<file path="src/rtl/dma_gp_channel_if.sv">
// Bus bundle for the general-purpose DMA channel: CPU register port, control, A-bus and B-bus.
// The abort input exists only when DMA_ABORT_EN is defined.
interface dma_gp_channel_if;
  logic [2:0]  reg_sel;
  logic        reg_we;
  logic [7:0]  reg_wdata;
  logic [7:0]  reg_rdata;
  logic        start;
  logic        busy;
  logic        done;
  logic [23:0] a_addr;
  logic        a_read;
  logic        a_write;
  logic [7:0]  a_rdata;
  logic [7:0]  a_wdata;
  logic [7:0]  b_addr;
  logic        b_read;
  logic        b_write;
  logic [7:0]  b_rdata;
  logic [7:0]  b_wdata;
`ifdef DMA_ABORT_EN
  logic        abort;

  modport master (
    input  reg_sel, reg_we, reg_wdata, start, abort, a_rdata, b_rdata,
    output reg_rdata, busy, done, a_addr, a_read, a_write, a_wdata,
           b_addr, b_read, b_write, b_wdata
  );
  modport slave (
    output reg_sel, reg_we, reg_wdata, start, abort, a_rdata, b_rdata,
    input  reg_rdata, busy, done, a_addr, a_read, a_write, a_wdata,
           b_addr, b_read, b_write, b_wdata
  );
`else
  modport master (
    input  reg_sel, reg_we, reg_wdata, start, a_rdata, b_rdata,
    output reg_rdata, busy, done, a_addr, a_read, a_write, a_wdata,
           b_addr, b_read, b_write, b_wdata
  );
  modport slave (
    output reg_sel, reg_we, reg_wdata, start, a_rdata, b_rdata,
    input  reg_rdata, busy, done, a_addr, a_read, a_write, a_wdata,
           b_addr, b_read, b_write, b_wdata
  );
`endif
endinterface

</file>
<file path="src/rtl/dma_gp_channel.sv">
// General-purpose DMA channel moving bytes between the 24-bit A-bus and the 8-bit B-bus.
// Optional feature macro: DMA_ABORT_EN (adds an abort input that ends a transfer early).
module dma_gp_channel (
  input  logic             clk,
  input  logic             reset,
  dma_gp_channel_if.master bus
);

  typedef enum logic [1:0] {
    ST_IDLE = 2'd0,
    ST_RD   = 2'd1,
    ST_WR   = 2'd2
  } state_t;

  state_t      state_reg, state_next;
  logic [7:0]  ctrl_reg;
  logic [7:0]  baddr_reg;
  logic [15:0] aaddr_reg;
  logic [7:0]  abank_reg;
  logic [15:0] count_reg;
  logic [1:0]  unit_idx_reg;
  logic        done_reg;

  logic        dir, dec, fix;
  logic [2:0]  mode;
  logic        is_idle, cfg_we, start_ok, last_byte, abort_hit, end_xfer;
  logic [1:0]  b_offset;
  logic [15:0] aaddr_step;

  assign dir       = ctrl_reg[7];
  assign dec       = ctrl_reg[4];
  assign fix       = ctrl_reg[3];
  assign mode      = ctrl_reg[2:0];
  assign is_idle   = (state_reg == ST_IDLE);
  assign cfg_we    = bus.reg_we && is_idle;
  assign start_ok  = bus.start && is_idle;
  assign last_byte = (count_reg == 16'd1);
  assign end_xfer  = last_byte || abort_hit;

`ifdef DMA_ABORT_EN
  logic abort_pending_reg;

  // An abort seen during RD is remembered so the byte still finishes its WR.
  always_ff @(posedge clk or posedge reset) begin
    if (reset)
      abort_pending_reg <= 1'b0;
    else if (state_reg == ST_RD && bus.abort)
      abort_pending_reg <= 1'b1;
    else if (state_reg != ST_RD)
      abort_pending_reg <= 1'b0;
  end

  assign abort_hit = bus.abort || abort_pending_reg;
`else
  assign abort_hit = 1'b0;
`endif

  // B offset pattern; every mode repeats within four units, so a 2-bit index suffices.
  always_comb begin
    b_offset = 2'd0;
    unique case (mode)
      3'd1, 3'd5: b_offset = {1'b0, unit_idx_reg[0]};
      3'd3, 3'd7: b_offset = {1'b0, unit_idx_reg[1]};
      3'd4:       b_offset = unit_idx_reg;
      default:    b_offset = 2'd0;
    endcase
  end

  assign aaddr_step = fix ? aaddr_reg :
                      (dec ? aaddr_reg - 16'd1 : aaddr_reg + 16'd1);

  always_ff @(posedge clk or posedge reset) begin
    if (reset)
      state_reg <= ST_IDLE;
    else
      state_reg <= state_next;
  end

  always_comb begin
    state_next  = state_reg;
    bus.a_read  = 1'b0;
    bus.a_write = 1'b0;
    bus.b_read  = 1'b0;
    bus.b_write = 1'b0;
    bus.a_addr  = {abank_reg, aaddr_reg};
    bus.b_addr  = baddr_reg;
    bus.a_wdata = 8'h00;
    bus.b_wdata = 8'h00;
    unique case (state_reg)
      ST_IDLE: begin
        if (start_ok)
          state_next = ST_RD;
      end
      ST_RD: begin
        bus.b_addr = baddr_reg + {6'd0, b_offset};
        if (dir)
          bus.b_read = 1'b1;
        else
          bus.a_read = 1'b1;
        state_next = ST_WR;
      end
      ST_WR: begin
        // Responders return data one cycle after the strobe; forward it straight through.
        bus.b_addr = baddr_reg + {6'd0, b_offset};
        if (dir) begin
          bus.a_write = 1'b1;
          bus.a_wdata = bus.b_rdata;
        end else begin
          bus.b_write = 1'b1;
          bus.b_wdata = bus.a_rdata;
        end
        state_next = end_xfer ? ST_IDLE : ST_RD;
      end
      default: state_next = ST_IDLE;
    endcase
  end

  always_ff @(posedge clk or posedge reset) begin
    if (reset) begin
      ctrl_reg     <= 8'h00;
      baddr_reg    <= 8'h00;
      aaddr_reg    <= 16'h0000;
      abank_reg    <= 8'h00;
      count_reg    <= 16'h0000;
      unit_idx_reg <= 2'd0;
      done_reg     <= 1'b0;
    end else begin
      done_reg <= 1'b0;
      if (cfg_we) begin
        unique case (bus.reg_sel)
          3'd0:    ctrl_reg          <= bus.reg_wdata;
          3'd1:    baddr_reg         <= bus.reg_wdata;
          3'd2:    aaddr_reg[7:0]    <= bus.reg_wdata;
          3'd3:    aaddr_reg[15:8]   <= bus.reg_wdata;
          3'd4:    abank_reg         <= bus.reg_wdata;
          3'd5:    count_reg[7:0]    <= bus.reg_wdata;
          3'd6:    count_reg[15:8]   <= bus.reg_wdata;
          default: ;
        endcase
      end
      if (start_ok)
        unit_idx_reg <= 2'd0;
      // A count of 0 decrements to FFFF and keeps going, giving 65536 bytes.
      if (state_reg == ST_WR) begin
        count_reg    <= count_reg - 16'd1;
        aaddr_reg    <= aaddr_step;
        unit_idx_reg <= unit_idx_reg + 2'd1;
        if (end_xfer)
          done_reg <= 1'b1;
      end
    end
  end

  always_comb begin
    bus.reg_rdata = 8'h00;
    unique case (bus.reg_sel)
      3'd0:    bus.reg_rdata = ctrl_reg;
      3'd1:    bus.reg_rdata = baddr_reg;
      3'd2:    bus.reg_rdata = aaddr_reg[7:0];
      3'd3:    bus.reg_rdata = aaddr_reg[15:8];
      3'd4:    bus.reg_rdata = abank_reg;
      3'd5:    bus.reg_rdata = count_reg[7:0];
      3'd6:    bus.reg_rdata = count_reg[15:8];
      default: bus.reg_rdata = 8'h00;
    endcase
  end

  assign bus.busy = !is_idle;
  assign bus.done = done_reg;

endmodule
</file>
<file path="src/flat_wrapper.sv">
// flat-port wrapper written by rule: the top's interface ports become plain ports
module dma_gp_channel_flat 
  (clk, reset, bus_reg_sel, bus_reg_we, bus_reg_wdata, bus_start, bus_a_rdata, bus_b_rdata, bus_reg_rdata, bus_busy, bus_done, bus_a_addr, bus_a_read, bus_a_write, bus_a_wdata, bus_b_addr, bus_b_read, bus_b_write, bus_b_wdata);
  dma_gp_channel_if bus_i ();
  input  logic clk;
  input  logic reset;
  input wire logic [$bits(bus_i.reg_sel)-1:0] bus_reg_sel;
  input wire logic [$bits(bus_i.reg_we)-1:0] bus_reg_we;
  input wire logic [$bits(bus_i.reg_wdata)-1:0] bus_reg_wdata;
  input wire logic [$bits(bus_i.start)-1:0] bus_start;
  input wire logic [$bits(bus_i.a_rdata)-1:0] bus_a_rdata;
  input wire logic [$bits(bus_i.b_rdata)-1:0] bus_b_rdata;
  output wire logic [$bits(bus_i.reg_rdata)-1:0] bus_reg_rdata;
  output wire logic [$bits(bus_i.busy)-1:0] bus_busy;
  output wire logic [$bits(bus_i.done)-1:0] bus_done;
  output wire logic [$bits(bus_i.a_addr)-1:0] bus_a_addr;
  output wire logic [$bits(bus_i.a_read)-1:0] bus_a_read;
  output wire logic [$bits(bus_i.a_write)-1:0] bus_a_write;
  output wire logic [$bits(bus_i.a_wdata)-1:0] bus_a_wdata;
  output wire logic [$bits(bus_i.b_addr)-1:0] bus_b_addr;
  output wire logic [$bits(bus_i.b_read)-1:0] bus_b_read;
  output wire logic [$bits(bus_i.b_write)-1:0] bus_b_write;
  output wire logic [$bits(bus_i.b_wdata)-1:0] bus_b_wdata;
  assign bus_i.reg_sel = bus_reg_sel;
  assign bus_i.reg_we = bus_reg_we;
  assign bus_i.reg_wdata = bus_reg_wdata;
  assign bus_i.start = bus_start;
  assign bus_i.a_rdata = bus_a_rdata;
  assign bus_i.b_rdata = bus_b_rdata;
  assign bus_reg_rdata = bus_i.reg_rdata;
  assign bus_busy = bus_i.busy;
  assign bus_done = bus_i.done;
  assign bus_a_addr = bus_i.a_addr;
  assign bus_a_read = bus_i.a_read;
  assign bus_a_write = bus_i.a_write;
  assign bus_a_wdata = bus_i.a_wdata;
  assign bus_b_addr = bus_i.b_addr;
  assign bus_b_read = bus_i.b_read;
  assign bus_b_write = bus_i.b_write;
  assign bus_b_wdata = bus_i.b_wdata;
  dma_gp_channel u_core (.clk(clk), .reset(reset), .bus(bus_i));
endmodule
</file>
<file path="config.mk">
export PLATFORM = sky130hd
export DESIGN_NAME = dma_gp_channel_flat
export DESIGN_NICKNAME = d
export VERILOG_FILES = /design/src/rtl/dma_gp_channel_if.sv /design/src/rtl/dma_gp_channel.sv /design/src/flat_wrapper.sv
export SDC_FILE = /design/constraint.sdc
export NUM_CORES = 1
export LEC_CHECK = 0
export ABC_AREA = 1
export CAP_MARGIN = 20
export CORE_ASPECT_RATIO = 1.2
export CORE_MARGIN = 5
export CORE_UTILIZATION = 48
export DETAILED_ROUTE_END_ITERATION = 12
export HOLD_SLACK_MARGIN = 0.1
export PLACE_DENSITY = 0.78
export REMOVE_ABC_BUFFERS = 1
export SYNTH_ARGS = -nofsm -noshare
export SYNTH_HDL_FRONTEND = slang
export SYNTH_SLANG_ARGS = --single-unit
export TNS_END_PERCENT = 100
</file>
<file path="constraint.sdc">
create_clock -name clk -period 2.2 [get_ports clk]
set_input_delay 0.33 -clock clk [delete_from_list [all_inputs] [get_ports clk]]
set_output_delay 0.33 -clock clk [all_outputs]
set_load 0.05 [all_outputs]
</file>
==> metrics.md <==
| Metric | Value |
|---|---|
| Outcome | finished, violations left |
| Failing checks | negative setup slack |
| Global-route usage over all layers | 28.73% |
| Starting DRC count in detailed routing | 431 |
| Cell row count | 39 |
| Average vias per placed instance | about 5.5 |
| Class of the tightest hold or removal check | in2async |
| Layout cells sized above 1 | about a fifth |
| Clock power frac | about an eighth |
| Cell type group with the largest total delay on the critical path | adder cells |
| Worst setup path class | reg2out |
| Standard cell core area | approximately 9500 sq um |
| Number of buffers created by CTS | 9 |
| Count of final hold-check violations | 0 |
| Async S/R FF share, synth | between 90% and 100% |
| Switching part of the total | a little over half |
| CP Data Arrival Time | ~2.5 ns |
| Critical-path cell with the highest stage delay | dfrtp_1 |
| Overall power consumption | roughly 12 mW |
| Global-route wire length before repair | 26.77 mm |
| Buffers from clock root to sink, at most | 2 |
| Max-slew violation total from the final report | 0 |
| Gp weighted congestion | about 0.9 |
| Stages on worst setup path | 11 |
| Total half-perimeter wirelength after legalization and detailed placement | approximately 13 mm |
| Area share of the largest cell type after synthesis | between 30% and 40% |
| PD cells | about 1800 nW/um^2 |
| Synth top area cells | dfrtp_1 33%, nand2_1 13%, inv_1 9.4% |
| Layout overhead on the synthesized area | 46.75% |
| Initial Utilization | between 40% and 50% |
| Total die area | about 12000 sq um |
| Most instantiated flip-flop cell in the synthesis netlist | dfrtp_1 |
| Number of diodes added for antenna fixing | 0 |
| EDFF count, synth | 0 |
| Sort of element at the start of the critical path | flip-flop |
| Yosys warnings | 0 |
| Post-synthesis cell area | approximately 4600 sq um |
| Max-cap violations | 0 |
| Smallest hold slack | 0.3690 ns |
| Die height | 117.4 um |
| Final standard cell count with taps included and fillers excluded | about 940 |
| Sum of buffers and inverters on the critical path | 4 |
| Minimum clock period | 2.823 ns |
| Crit path to | bus_b_addr[4] |
| CTS tree | yes |
| Worst Tran Pin Value | about 0.54 ns |
| Biggest fanout along the worst timing path | 4 |
| Stage delay of the slowest cell on the critical path | about 0.42 ns |
| Cell Count Post-Placement | between 900 and 1000 |
| Reg-to-reg setup timing slack | about 0.2 ns |
| Clock network latency to the later pin of the worst-skew pair | about 0.33 ns |
| H-tree level count | 3 |
| Remaining routing DRC violations | 0 |
| Avg WL per Cell | ~18 um |
| Rel. slew slack | around 64% |
| Die width | approximately 100 um |
| Fin crit share | 128.3% |
| Total negative slack for setup checks | -3.110 ns |
| Antenna violations before repair | 0 |
| DR vias | about 5200 |
| Final worst clock skew | 0.003396 ns |
| Placement Cell Area | roughly 6200 sq um |
| Iteration count of the initial detailed-routing pass | 5 |
| Unrepaired setup endpoints after global routing | true |
| Crit path setup slack, layout | -0.6228 ns |
| Clock root buffer | clkbuf_16 |
| Distinct cells, synth | 40 |
| FF-to-FF path depth | 9 |
| Sequential share of power | ~20% |
| Clock sink total | a little over 60 |
| Switching pwr | ~6.4 mW |
| Final setup violating endpoints | 7 |
| Cell count after synthesis | 677 |
| Endpoint of the worst register-to-register path | u_core.aaddr_reg[8] |
| Pin count of the biggest net entering global routing | 39 |
| Cell with the most instances on the worst path | inv_2 |
| Number of port buffers | slightly above 90 |
| Post-synthesis sequential element count | 61 |
| Launching point of the worst reg2reg path | u_core.ctrl_reg[4] |
| Combinational share of power | about two thirds |
| Internal power contribution | 5.767 mW |
| Reported leakage power | around 3.4 nW |
| Number of nets in the final layout | between 800 and 900 |
| Grt ovf | 0 |
| Post-route cell area | 6771 sq um |
| Number of top-level pins | 93 |
| End-of-flow core utilization | between 70% and 80% |
| Via count of the first global-routing pass | about 5400 |
| Synth Area per Inst | 6.816 sq um |
| Maximum ir drop on the vdd rail | 1.023 mV |
| Startpoint of the worst setup timing path | u_core.ctrl_reg[1] |
| Antenna viol nets, final | 0 |
| Clock slew at reported path FFs | 0.05 ns |
| Max frequency | between 300 and 400 MHz |
| Synth area leader | dfrtp_1 |
| Worst-path cell chain | o22ai_2 -> a21oi_2 -> ha_2 -> inv_2 -> fa_2 -> inv_2 -> nand2_4 -> nor3b_4 -> buf_4 -> xor2_2 -> buf_12 |
| Endpoint type of the worst setup path | output pin |
| Worst slack at placement | -0.4471 ns |
| Total detailed-routing wirelength | 16.62 mm |
| Post-synthesis sequential area ratio | between 30% and 40% |
| Worst EP required | between 1.5 and 2 ns |
==> per-layer routing <==
layer	global-route usage, %	part of all wire (%)
met4	13.75	4.2
met2	51.47	51
met1	32.74	38
met5	0	0
met3	4.454	6.9
==> final cells by class <==
class                      count  area (sq um)
timing repair buffer         138          1594
fill                         714          2695
clock buffer                  12         256.5
clock inverter                 4         70.07
tap                          123         153.9
inverter                     122         457.9
multi-input combinational    482          2710
sequential                    61          1529
==> how the worst min path moves through the flow <==
stage	to	slack, ns	cells after the start
floorplan	u_core.baddr_reg[6]	0.45	2
global placement	u_core.baddr_reg[6]	0.47	2
detailed placement	u_core.count_reg[1]	0.49	2
CTS	u_core.count_reg[8]	0.39	2
global route	u_core.count_reg[8]	0.45	2
finish	u_core.count_reg[8]	0.37	2
==> timing repair <==
action                                  4_1_cts  5_1_grt
gates resized for setup                      22       17
buffers inserted                              5        3
endpoints found under the setup margin       15       12
hold buffers                                  0        0
pin swaps                                     8        2
==> placed cells by master, fill, tap and decap left out, types with 32 or more instances in the layout <==
| master | synthesis | routed |
|---|---|---|
| inv_1 | 116 | 111 |
| dfrtp_1 | 61 | 59 |
| clkdlybuf4s50_1 | 0 | 52 |
| a21oi_1 | 34 | 32 |
| o21ai_0 | 48 | 47 |
| nor2_1 | 79 | 77 |
| buf_4 | 0 | 47 |
| buf_12 | 0 | 33 |
| nand3_1 | 38 | 36 |
| nand2_1 | 165 | 162 |
==> synth_stat cells, types with 3 or more instances <==
| cell | n |
|---|---|
| or2_2 | 8 |
| buf_2 | 10 |
| nor2_1 | 79 |
| nor3_1 | 8 |
| nor2_2 | 5 |
| a221oi_1 | 10 |
| xor2_1 | 8 |
| o22ai_1 | 11 |
| a22oi_1 | 9 |
| inv_2 | 5 |
| inv_1 | 116 |
| o211ai_1 | 3 |
| a21oi_2 | 3 |
| ha_1 | 23 |
| nand3_1 | 38 |
| a21oi_1 | 34 |
| nand2_1 | 165 |
| o21ai_0 | 48 |
| nand4_1 | 5 |
| dfrtp_1 | 61 |
==> kinds of logic after synthesis <==
logic type / share of synthesized area, %
xor+xnor: 1.708
flops: 33.08
compound gates: 16.84
buf+inv: 11.33
fa+ha+maj: 7.104
simple gates: 29.93
==> power by group through the flow <==
stage	sequential, mW	clock, mW	combinational, mW
after global placement	2.32	0	7.70
after global routing	2.49	1.58	8.94
final	2.44	1.54	8.22
after floorplan	2.90	0	4.34
after detailed placement	2.35	0	7.88
after CTS	2.37	1.54	8.06
(Power assumes the default switching activity.)
